### config.mk
export PLATFORM = sky130hd
export DESIGN_NAME = hazard_scheduler
export DESIGN_NICKNAME = d
export VERILOG_FILES = /design/src/rtl/hazard_scheduler.sv
export SDC_FILE = /design/constraint.sdc
export NUM_CORES = 1
export LEC_CHECK = 0
export BUFFER_PORTS_ARGS = -buffer_cell sky130_fd_sc_hd__buf_2
export CAP_MARGIN = 20
export CORE_MARGIN = 8
export CORE_UTILIZATION = 25
export DETAILED_ROUTE_END_ITERATION = 8
export GPL_TIMING_DRIVEN = 0
export RECOVER_POWER = 50
export SLEW_MARGIN = 40
export SYNTH_ARGS = -nofsm -noshare
export SYNTH_HDL_FRONTEND = slang
export SYNTH_SLANG_ARGS = --single-unit
### constraint.sdc
create_clock -name clk -period 3.5 [get_ports clk]
set_clock_uncertainty 0.05 [all_clocks]
set_input_delay 0.35 -clock clk [delete_from_list [all_inputs] [get_ports clk]]
set_output_delay 0.35 -clock clk [all_outputs]
set_load 0.02 [all_outputs]
### src/rtl/hazard_scheduler.sv
// Hazard and stall scheduler for the 5-stage (F/D/E/M/W) pipelined core.
// Produces operand-forwarding selects, per-stage stall and flush controls for
// load-use, PC-write, taken-branch and multi-cycle data-memory hazards. Owns a
// data-memory wait-state FSM with a timeout, plus saturating stall/flush counters.
//
// Ports:
//   clk, reset                  clock (rising edge), async active-low reset
//   Ra1D, Ra2D                  Decode source registers
//   Ra1E, Ra2E                  Execute source registers
//   WA3E, WA3M, WA3W            destination registers in E/M/W
//   RegWriteM, RegWriteW        register write enables in M/W
//   MemToRegE                   load in Execute
//   PCSrcD/E/M/W                instruction writes the PC, per stage
//   BranchTakenE                branch resolved taken in Execute
//   MemAccessM, MemReady        load/store in M, memory completes this cycle
//   ForwardAE, ForwardBE        00 register file, 01 ResultW, 10 ALUOutM
//   StallF/D/E/M                hold stage register
//   FlushD/E/W                  bubble stage register
//   MemTimeout                  sticky memory-timeout flag
//   StallCount, FlushCount      saturating event counters
module hazard_scheduler #(
  parameter int unsigned REG_BITS    = 4,
  parameter int unsigned MEM_TIMEOUT = 15,
  parameter int unsigned CNT_WIDTH   = 16
) (
  input  logic                 clk,
  input  logic                 reset,
  input  logic [REG_BITS-1:0]  Ra1D,
  input  logic [REG_BITS-1:0]  Ra2D,
  input  logic [REG_BITS-1:0]  Ra1E,
  input  logic [REG_BITS-1:0]  Ra2E,
  input  logic [REG_BITS-1:0]  WA3E,
  input  logic [REG_BITS-1:0]  WA3M,
  input  logic [REG_BITS-1:0]  WA3W,
  input  logic                 RegWriteM,
  input  logic                 RegWriteW,
  input  logic                 MemToRegE,
  input  logic                 PCSrcD,
  input  logic                 PCSrcE,
  input  logic                 PCSrcM,
  input  logic                 PCSrcW,
  input  logic                 BranchTakenE,
  input  logic                 MemAccessM,
  input  logic                 MemReady,
  output logic [1:0]           ForwardAE,
  output logic [1:0]           ForwardBE,
  output logic                 StallF,
  output logic                 StallD,
  output logic                 StallE,
  output logic                 StallM,
  output logic                 FlushD,
  output logic                 FlushE,
  output logic                 FlushW,
  output logic                 MemTimeout,
  output logic [CNT_WIDTH-1:0] StallCount,
  output logic [CNT_WIDTH-1:0] FlushCount
);

  localparam int unsigned WcntBits = $clog2(MEM_TIMEOUT + 1);
  // wcnt holds the number of stall cycles already spent on the current access,
  // so the cycle seen with wcnt == MEM_TIMEOUT-1 is the last allowed stall.
  localparam logic [WcntBits-1:0] WcntLast = WcntBits'(MEM_TIMEOUT - 1);

  typedef enum logic [1:0] {StIdle, StWait, StRelease} memState_e;

  memState_e             stateQ, stateD;
  logic [WcntBits-1:0]   wcntQ, wcntD;
  logic                  memTimeoutQ, memTimeoutD;
  logic [CNT_WIDTH-1:0]  stallCntQ, stallCntD;
  logic [CNT_WIDTH-1:0]  flushCntQ, flushCntD;

  logic ldrStall, pcPend, memStall;

  // Forwarding: the younger result in M wins over W.
  always_comb begin
    ForwardAE = 2'b00;
    ForwardBE = 2'b00;
    if (RegWriteM && (WA3M == Ra1E))      ForwardAE = 2'b10;
    else if (RegWriteW && (WA3W == Ra1E)) ForwardAE = 2'b01;
    if (RegWriteM && (WA3M == Ra2E))      ForwardBE = 2'b10;
    else if (RegWriteW && (WA3W == Ra2E)) ForwardBE = 2'b01;
  end

  assign ldrStall = MemToRegE & ((WA3E == Ra1D) | (WA3E == Ra2D));
  assign pcPend   = PCSrcD | PCSrcE | PCSrcM;
  // The release cycle lets a timed-out access leave M regardless of MemReady.
  assign memStall = MemAccessM & ~MemReady & (stateQ != StRelease);

  // A memory stall freezes the whole front of the pipe; other hazards stay
  // visible on their inputs and are acted upon once the stall lifts.
  always_comb begin
    StallF = 1'b0;
    StallD = 1'b0;
    StallE = 1'b0;
    StallM = 1'b0;
    FlushD = 1'b0;
    FlushE = 1'b0;
    FlushW = 1'b0;
    if (memStall) begin
      StallF = 1'b1;
      StallD = 1'b1;
      StallE = 1'b1;
      StallM = 1'b1;
      FlushW = 1'b1;
    end else begin
      StallF = ldrStall | pcPend;
      StallD = ldrStall;
      FlushD = pcPend | PCSrcW | BranchTakenE;
      FlushE = ldrStall | BranchTakenE;
    end
  end

  always_comb begin
    stateD      = stateQ;
    wcntD       = wcntQ;
    memTimeoutD = memTimeoutQ;
    unique case (stateQ)
      StIdle: begin
        if (memStall) begin
          stateD = StWait;
          wcntD  = WcntBits'(1);
        end
      end
      StWait: begin
        if (!MemAccessM || MemReady) begin
          stateD = StIdle;
          wcntD  = '0;
        end else if (wcntQ == WcntLast) begin
          stateD      = StRelease;
          wcntD       = '0;
          memTimeoutD = 1'b1;
        end else begin
          wcntD = wcntQ + WcntBits'(1);
        end
      end
      StRelease: begin
        stateD = StIdle;
        wcntD  = '0;
      end
      default: begin
        stateD = StIdle;
        wcntD  = '0;
      end
    endcase
  end

  always_comb begin
    stallCntD = stallCntQ;
    flushCntD = flushCntQ;
    if (StallF && (stallCntQ != '1)) stallCntD = stallCntQ + CNT_WIDTH'(1);
    if (FlushE && (flushCntQ != '1)) flushCntD = flushCntQ + CNT_WIDTH'(1);
  end

  always_ff @(posedge clk or negedge reset) begin
    if (!reset) begin
      stateQ      <= StIdle;
      wcntQ       <= '0;
      memTimeoutQ <= 1'b0;
      stallCntQ   <= '0;
      flushCntQ   <= '0;
    end else begin
      stateQ      <= stateD;
      wcntQ       <= wcntD;
      memTimeoutQ <= memTimeoutD;
      stallCntQ   <= stallCntD;
      flushCntQ   <= flushCntD;
    end
  end

  assign MemTimeout = memTimeoutQ;
  assign StallCount = stallCntQ;
  assign FlushCount = flushCntQ;

endmodule
### Word-level counts from Yosys, hierarchy flattened

Cells that the tools add are included.

| operators by class | value |
|---|---|
| bitwise logic cells | 12 |
| reductions and logical operators | 11 |
| eq/ne operators | 13 |
| muxes and demuxes | 17 |
| add/subtract/negate cells | 3 |

Operators with widths:

| kind | number |
|---|---|
| adder 16 x 1 -> 16 bit (second input constant) | 2 |
| inequality test 16 bit (second input constant) | 2 |
| equality test 4 bit | 6 |
| 2-to-1 mux 4 bit | 3 |
| 2-to-1 mux 2 bit | 5 |
| case mux 4 bit (2 select lines) | 1 |
| 2-to-1 mux 1 bit | 7 |
| bitwise OR 1 bit | 7 |
| logical AND 1 bit | 6 |
| adder 4 x 1 -> 4 bit (second input constant) | 1 |
| equality test 4 bit (second input constant) | 1 |
| inequality test 2 bit (second input constant) | 2 |
| case mux 2 bit (2 select lines) | 1 |
| AND 1 bit | 3 |
| inequality test 3 bit (second input constant) | 1 |
| AND reduction 3 bit | 1 |
| equality test 2 x 1 -> 1 bit (second input constant) | 1 |
| zero test 2 bit | 1 |
| NOT 1 bit | 2 |
| AND reduction 2 bit | 1 |
| zero test 1 bit | 1 |
| logical OR 1 bit | 1 |

| storage, ports and cells | value |
|---|---|
| bits in registers | 39 |
| output and inout port bits | 44 |
| word-level logic and storage cells | 61 |
| input bits | 40 |

### Logic depth before layout (Yosys ltp)

Gate-level depths: netlist of the first run.

| logic depth | value |
|---|---|
| depth after elaboration | 6 |
| depth in mapped cells | 8 |
| gate-level depth less buffers | 8 |

### Worst setup path before layout of the first run

No wires, ideal clock.

| timing path | value |
|---|---|
| path kind | reg-to-reg |
| start point | reg flushCntQ[0] (netlist: FlushCount[0]) |
| end point | reg flushCntQ[13] (netlist: FlushCount[13]) |
| required time | 3317 ps |
| path buffers | 1 |
| clock period less this slack | 2056 ps |
| cell stages (with the launch flop) | 8 |
| library setup time | 133 ps |
| slack | 1444 ps |
| data arrival time | 1874 ps |
| path through | dfrtp_1 ha_1 and3_1 and4_4 a221oi_4 buf_6 nand4_1 xnor2_1 |

| on the way | value |
|---|---|
| longest elaborated chain between the ends | 2 |
| elaborated cells between the ends (all ways) | 3 |
| those cells by class | 1 x add/sub; 1 x eq/ne; 1 x reduce/logical |

Ends and longest elaborated chain:

| what | line | text |
|---|---|---|
| from (decl) | 70 | `logic [CNT_WIDTH-1:0] flushCntQ, flushCntD;` |
| from (signal assigned) | 166 | `flushCntQ <= flushCntD;` |
| branches (longest 2 deep; another with adder 16 x 1 -> 16 bit) | -- |  |

Parallel ways; which one is timed is not known.
A chain may end at the register's enable or synchronous reset.

### Worst setup path in the final report of the first run

Same ends and word-level chain as after synthesis.

==> results.txt, run 1 <==
----------------------------------------------------
[Critical path]
  Cell-by-cell trace of the critical path ... ha_1 -> and3_1 -> and4_4 -> a221oi_4 -> buf_6 -> nand4_1 -> xnor2_1
  Classification of the worst setup path ... reg2reg
  Slowest-stage cell, CP ... sky130_fd_sc_hd__dfrtp_1
  Delay of the slowest critical-path stage ... 440 ps
  Endpoint kind of the worst setup timing path ... flop
  Maximum fanout count along the critical path ... 10
  Data arrival at the endpoint of the critical path ... 2300 ps
  Critical path buffers and inverters ... 1
  Dominant delay contributor by cell family on the critical path ... simple AND/OR/NAND/NOR gates
  Required time of the critical path ... 3610 ps
  Worst Setup Start Kind ... flop

[Route]
  Routed via count ... 1856
  M1 WL ... 2380 um
  Total routed wirelength ... 5530 um
  Mean number of vias per cell ... 4.54
  Number of search-and-repair iterations in the first detailed-routing pass ... 4
  Final ANT Viol Nets ... 0
  Routed length per placed instance ... 13.5 um
  Routed wl met2 ... 2810 um
  Top Layer Used ... met4
  Routed wl met3 ... 256 um
  Remaining design rule violation count ... 0
  Iter 0 DRT Violations ... 33

[Synth]
  Total nets after synthesis ... 253
  Count of different cell masters after synthesis ... 39
  Cell accounting for the most synthesized area ... sky130_fd_sc_hd__dfrtp_1
  Number of enable flip-flop cells after synthesis ... 0
  Ys flop type ... sky130_fd_sc_hd__dfrtp_1
  Share of Yosys cell area claimed by the top area cell type ... 44.5%
  Most area-consuming cells after synthesis ... sky130_fd_sc_hd__dfrtp_1 44%, sky130_fd_sc_hd__xnor2_1 11%, sky130_fd_sc_hd__xor2_1 9.2%, sky130_fd_sc_hd__nand4_1 4.3%, sky130_fd_sc_hd__and3_1 3.7%
  Flip-flop and latch count after synthesis ... 39
  Post-synth ARST share ... 100%
  Cell area after synthesis ... 0.00219 sq mm
  Per-instance average area after synthesis ... 10.5 sq um
  Synthesis Warnings ... 0
  Register area share after synthesis ... 44.5%
  Cells after Synth ... 209

[Power and ir drop]
  Power density over cell area ... 514 mW/mm^2
  Peak supply drop ... 0.000304 V
  Leakage power of the design ... 0.00133 uW

[Timing]
  Final setup violating endpoints ... 0
  Slew margin rel. ... 60.0%
  Period utilisation layout ... 62.6%
  Hold Fails Final Rpt ... 0
  Total negative slack for setup checks ... 0 ps
  Fin. max-slew vios ... 0
  RSZ-0062 raised after global routing ... no
  Final setup slack of the worst path ... 1310 ps
  Final Critical Period ... 2190 ps
  Post-route worst hold slack ... 341 ps
  Maximum clock frequency ... 0.457 GHz
  Least-Margin Pin Slew ... 599 ps

[GRT]
  Global-route wire length before repair ... 8670 um
  Number of antenna violations at the first check in global routing ... 0
  Remaining Overflow, GRT ... 0
  Vias in the first global route ... 1889
  Total global routing track utilization ... 8.92%
  Pin count of the biggest net entering global routing ... 40

[Final layout]
  Number of antenna diodes ... 0
  Total Nets Final ... 344
  Area taken by flip-flops and latches ... 976 sq um
  Area of the multi-input gates ... 0.00116 sq mm
  Fillers ... 921
  Final core utilization ... 33.0%
  Synthesis-to-finish area growth ... 29.8%
  Cell area after layout ... 0.00285 sq mm
  Ratio of cells with drive above 1 in the final layout ... 28.2%

[Flow run]
  Total of max-cap violations ... 0

[CTS]
  Worst-Skew Late Latency ... 290 ps
  # resized after CTS ... 0
  CTS max path bufs ... 2
  Clock transition time at the flip-flop clock pins of the worst setup and hold paths ... 80 ps
  Number of clock sinks ... 39
  Clock tree from TritonCTS ... done
  Number of buffers added by the clock tree synthesis step ... 5
  Root buffer selected by CTS ... sky130_fd_sc_hd__clkbuf_8
  Number of levels in the clock H-tree ... 2

[Floorplan]
  Core area ... 0.00864 sq mm
  Cell row count ... 34
  Total I/O pin count ... 84
  Width of the die ... 110 um
  Height of the die ... 110 um
  Area of the die ... 0.0120 sq mm
  Initial standard-cell utilization of the core ... 25.4%

[Placed design]
  Instance area after placement ... 0.00275 sq mm
  HPWL after detailed placement ... 4360 um
  Worst slack, placed ... 1250 ps
  Final estimated routing congestion in global placement ... 0.814
  Input/output buffers ... 83

[Min path]
  Worst min-delay path category ... in2reg

[Run status]
  Status ... finished, final reports clean

----------------------------------------------------
==> cells in the final DEF, fill, tap and decap left out, types with 2 or more instances in the layout <==
cell type                  instances
sky130_fd_sc_hd__nor3_1            4
sky130_fd_sc_hd__mux2_2            3
sky130_fd_sc_hd__nor4_1            3
sky130_fd_sc_hd__o21ai_0           4
sky130_fd_sc_hd__xor2_1           23
sky130_fd_sc_hd__a21oi_1           3
sky130_fd_sc_hd__and4_1            3
sky130_fd_sc_hd__nor2_1            6
sky130_fd_sc_hd__xnor2_1          28
sky130_fd_sc_hd__clkbuf_1         23
sky130_fd_sc_hd__nand4_1          15
sky130_fd_sc_hd__nand2b_1          2
sky130_fd_sc_hd__a41oi_1           3
sky130_fd_sc_hd__nand2_1          16
sky130_fd_sc_hd__nand3_1          12
sky130_fd_sc_hd__dfrtp_1          39
sky130_fd_sc_hd__clkbuf_8          6
sky130_fd_sc_hd__buf_2            62
sky130_fd_sc_hd__ha_1              4
sky130_fd_sc_hd__a31oi_1           2
sky130_fd_sc_hd__buf_4             3
sky130_fd_sc_hd__inv_1             4
sky130_fd_sc_hd__and3_1           13
==> sequential cells by signal, indices dropped and copies added (netlist names) <==
| name | flops |
|---|---|
| stateQ | 2 |
| FlushCount | 16 |
| MemTimeout | 1 |
| wcntQ | 4 |
| StallCount | 16 |
==> worst min-delay path, delay by kind of cell <==
kind | cells | cell delay (ps)
AND/OR/NAND/NOR | 1 | 120
AO/OA/AOI/OAI | 1 | 70
buffers and inverters | 1 | 100
==> through the flow <==
step                      std cells  total power (uW)
after floorplan                 209               919
after detailed placement        400              1100
after global placement          400              1100
final                           409              1460
after global routing            409              1560
after CTS                       409              1500
==> kinds of logic (layout without fill, tap and decap cells) <==
logic type                 Yosys count  count (layout)  synth area share [%]
adders and majority gates            4               4                  2.28
buffers and inverters               10             102                  2.45
muxes                                3               3                  1.54
and+or+nand+nor                     83              83                  22.0
xor gates and xnor gates            51              51                  20.4
DFF                                 39              39                  44.5
AOI/OAI and AO/OA                   19              19                  6.85
==> per-layer routing <==
metal | vias up | track usage, %
li1 | 928 | -
met1 | 880 | 10.1
met2 | 39 | 15.8
met3 | 9 | 2.64
met4 | 0 | 2.60
met5 | - | 0
==> Yosys cell counts, types with 2 or more instances <==
cell type,number
sky130_fd_sc_hd__dfrtp_1,39
sky130_fd_sc_hd__nand3_1,12
sky130_fd_sc_hd__nand2_1,16
sky130_fd_sc_hd__mux2_2,3
sky130_fd_sc_hd__nor4_1,3
sky130_fd_sc_hd__and3_1,13
sky130_fd_sc_hd__inv_1,4
sky130_fd_sc_hd__xor2_1,23
sky130_fd_sc_hd__a31oi_1,2
sky130_fd_sc_hd__buf_4,2
sky130_fd_sc_hd__nand4_1,15
sky130_fd_sc_hd__a41oi_1,3
sky130_fd_sc_hd__a21oi_1,3
sky130_fd_sc_hd__xnor2_1,28
sky130_fd_sc_hd__ha_1,4
sky130_fd_sc_hd__nor3_1,4
sky130_fd_sc_hd__and4_1,3
sky130_fd_sc_hd__nor2_1,6
sky130_fd_sc_hd__nand2b_1,2
sky130_fd_sc_hd__o21ai_0,4
sky130_fd_sc_hd__clkbuf_1,2
==> worst paths after layout <==
path	startpoint	slack (ps)	cells after the start	end
setup / recovery	FlushCount[0]	1310	7	FlushCount[13]
hold / removal	MemAccessM	340	3	stateQ[0]
setup reg to reg	FlushCount[0]	1310	7	FlushCount[13]
hold reg to reg	MemTimeout	420	1	MemTimeout
max in group asynchronous	reset	2520	2	FlushCount[9]
min in group asynchronous	reset	520	2	StallCount[15]
==> cell type report <==
cell class / instances / area share [%]
multi-input combinational: 160 / 40.9
sequential: 39 / 34.3
timing repair buffer: 84 / 14.1
tap: 108 / 4.75
clock buffer: 6 / 2.90
buffer: 6 / 1.36
clock inverter: 2 / 1.23
inverter: 4 / 0.527
==> repair_timing <==
item,in CTS,in global routing
buffers inserted,0,0
hold buffers,1,0
hold endpoints to repair,22,0
==> where the power goes <==
part / switching [uW] / leakage [uW] / internal (uW)
sequential: 105 / 0.000517 / 533
combinational: 259 / 0.000752 / 178
clock: 158 / 0.0000612 / 231
total: 522 / 0.00133 / 942
(Power assumes the default switching activity.)
==> inputs of run 2 (changes only) <==
- clock period: 3.5 -> 1.9 ns (I/O delays scaled with it)
==> run 2 against run 1 <==
  * Routed wire length increased by 8.6%
  * Non-clock buffer count increased by 22
  * Maximum frequency increased by 17%
  * Setup slack got worse by 1300 ps
  * Register-to-register slack got worse by 1300 ps
  * First-iteration DRC count increased by 94%
  * Combinational power increased by 140%
  * Flip-flop and latch count unchanged
  * Clock power increased by 83%
  * Global-route usage increased by 0.92 points
==> results.txt, run 2 (synthesis gave the netlist of run 1 again) <==
----------------------------------------------------
[Timing]
  Period utilisation layout ... 98.6%
  RSZ-0062 raised after global routing ... yes
  Final setup violating endpoints ... 0
  Final Critical Period ... 1870 ps
  Maximum clock frequency ... 0.534 GHz
  Least-Margin Pin Slew ... 978 ps
  Slew margin rel. ... 34.8%
  Total negative slack for setup checks ... 0 ps
  Hold Fails Final Rpt ... 0
  Fin. max-slew vios ... 0
  Post-route worst hold slack ... 179 ps

[GRT]
  Number of antenna violations at the first check in global routing ... 0
  Remaining Overflow, GRT ... 0
  Pin count of the biggest net entering global routing ... 40
  Met1 track demand over resource ... 11.2%
  Global-route met3 utilization ... 2.70%
  Total global routing track utilization ... 9.84%
  Global-route wire length before repair ... 9620 um
  Vias in the first global route ... 2030
  Grt met2 use ... 17.9%
  Most Used Layer, Global Route ... met2

[Floorplan]
  Core area ... 0.00864 sq mm
  Width of the die ... 110 um
  Height of the die ... 110 um
  Total I/O pin count ... 84
  Initial standard-cell utilization of the core ... 25.4%
  Cell row count ... 34
  Area of the die ... 0.0120 sq mm

[Power and ir drop]
  Part of the power in combinational logic ... 35.7%
  Peak supply drop ... 0.000640 V
  Leakage power of the design ... 0.00147 uW
  Sequential share of power ... 39.8%
  Switching power total ... 1020 uW
  Cell-internal power ... 1880 uW
  Switching power share of the total ... 35.0%
  Power density over cell area ... 932 mW/mm^2
  Clock share of power ... 24.5%

[CTS]
  Clock transition time at the flip-flop clock pins of the worst setup and hold paths ... 80 ps
  Worst-Skew Late Latency ... 280 ps
  CTS max path bufs ... 2
  Number of clock sinks ... 39
  Clock tree from TritonCTS ... done
  Number of levels in the clock H-tree ... 2
  Root buffer selected by CTS ... sky130_fd_sc_hd__clkbuf_8
  Number of buffers added by the clock tree synthesis step ... 5

[Placed design]
  Input/output buffers ... 83
  Instance area after placement ... 0.00278 sq mm
  HPWL after detailed placement ... 4430 um
  Final estimated routing congestion in global placement ... 0.781

[Route]
  Number of search-and-repair iterations in the first detailed-routing pass ... 4
  Iter 0 DRT Violations ... 64
  Mean number of vias per cell ... 4.62
  Final ANT Viol Nets ... 0
  Routed via count ... 1992
  Routed length per placed instance ... 13.9 um
  Remaining design rule violation count ... 0
  Total routed wirelength ... 6010 um

[Critical path]
  Classification of the worst setup path ... reg2reg
  Cell-by-cell trace of the critical path ... ha_4 -> and3_4 -> and4_4 -> a221oi_4 -> buf_6 -> buf_6 -> nand4_1 -> xnor2_1
  Critical path's most frequent cell ... sky130_fd_sc_hd__buf_6
  Required time of the critical path ... 2020 ps
  Delay of the slowest critical-path stage ... 430 ps
  Data arrival at the endpoint of the critical path ... 1990 ps
  Worst Setup Start Kind ... flop
  Endpoint kind of the worst setup timing path ... flop
  Slowest-stage cell, CP ... sky130_fd_sc_hd__dfrtp_2
  Maximum fanout count along the critical path ... 5

[Final layout]
  Ratio of cells with drive above 1 in the final layout ... 41.5%
  Most common cell after layout, fill and taps aside ... sky130_fd_sc_hd__buf_2
  Number of antenna diodes ... 0
  Final core utilization ... 36.0%
  Total Nets Final ... 366
  Area taken by flip-flops and latches ... 986 sq um
  Fillers ... 886
  Synthesis-to-finish area growth ... 41.8%
  Area of the multi-input gates ... 0.00122 sq mm
  Cell area after layout ... 0.00311 sq mm
  Leading cell types in the layout, fill and taps excluded ... 68 x sky130_fd_sc_hd__buf_2, 31 x sky130_fd_sc_hd__dfrtp_1, 27 x sky130_fd_sc_hd__xnor2_1, 22 x sky130_fd_sc_hd__xor2_1, 21 x sky130_fd_sc_hd__buf_4

[Run status]
  Status ... finished, final reports clean

[Flow run]
  Total of max-cap violations ... 0

[Min path]
  Worst min-delay path category ... in2reg

----------------------------------------------------
[run 2: cell count changes in the layout (fill, tap and decap cells not counted), sizes merged]
cell and change:
buf +28, clkbuf -6
[run 2: worst paths after layout]
check | start | slack [ps] | endpoint | cells after the start
max | FlushCount[0] | 30 | FlushCount[13] | 8
min | MemAccessM | 180 | stateQ[0] | 3
max reg2reg | FlushCount[0] | 30 | FlushCount[13] | 8
min reg2reg | MemTimeout | 420 | MemTimeout | 1
max in group asynchronous | reset | 580 | FlushCount[1] | 2
min in group asynchronous | reset | 550 | StallCount[13] | 2
[run 2: final cells by class]
type	count	share of cell area [%]
clock inverter	2	1.13
tap	108	4.35
buffer	6	1.45
clock buffer	6	2.66
multi-input combinational	160	39.4
sequential	39	31.7
inverter	4	0.563
timing repair buffer	106	18.8
[run 2: critical path, delay by kind of cell (launching register included)]
kind,cells,cell delay (ps)
simple gates,3,460
compound gates,1,220
buf+inv,2,290
flops,1,430
fa+ha+maj,1,170
xor+xnor,1,150
[run 2: power by group through the flow]
| stage | combinational (uW) | sequential [uW] | clock [uW] |
|---|---|---|---|
| 5_1_grt | 1140 | 1190 | 783 |
| 4_1_cts | 1020 | 1160 | 748 |
| 2_1_floorplan | 373 | 1360 | 0 |
| 3_3_place_gp | 848 | 1210 | 0 |
| 6_report | 1030 | 1150 | 711 |
| 3_5_place_dp | 871 | 1220 | 0 |
[run 2: through the flow]
step	power, uW	setup WS, ps	instances
CTS	2930	-3.57	423
finish	2900	26.9	431
global placement	2060	-158	400
detailed placement	2090	-177	400
floorplan	1730	-19.1	209
global route	3110	-23.1	431
[run 2: timing repair]
| action | 4_1_cts | 5_1_grt |
|---|---|---|
| setup endpoints to repair | 22 | 22 |
| setup buffers | 13 | 8 |
| hold buffers | 1 | 0 |
| resized for setup | 6 | 10 |
| pin swaps | 9 | 12 |
| cloned | 1 | 0 |
| endpoints found under the hold margin | 39 | 0 |
[run 2: layer usage]
metal	vias to the layer above	wire, um
met5	-	0
met4	0	30
met3	5	324
met2	34	3190
met1	981	2470
li1	972	-
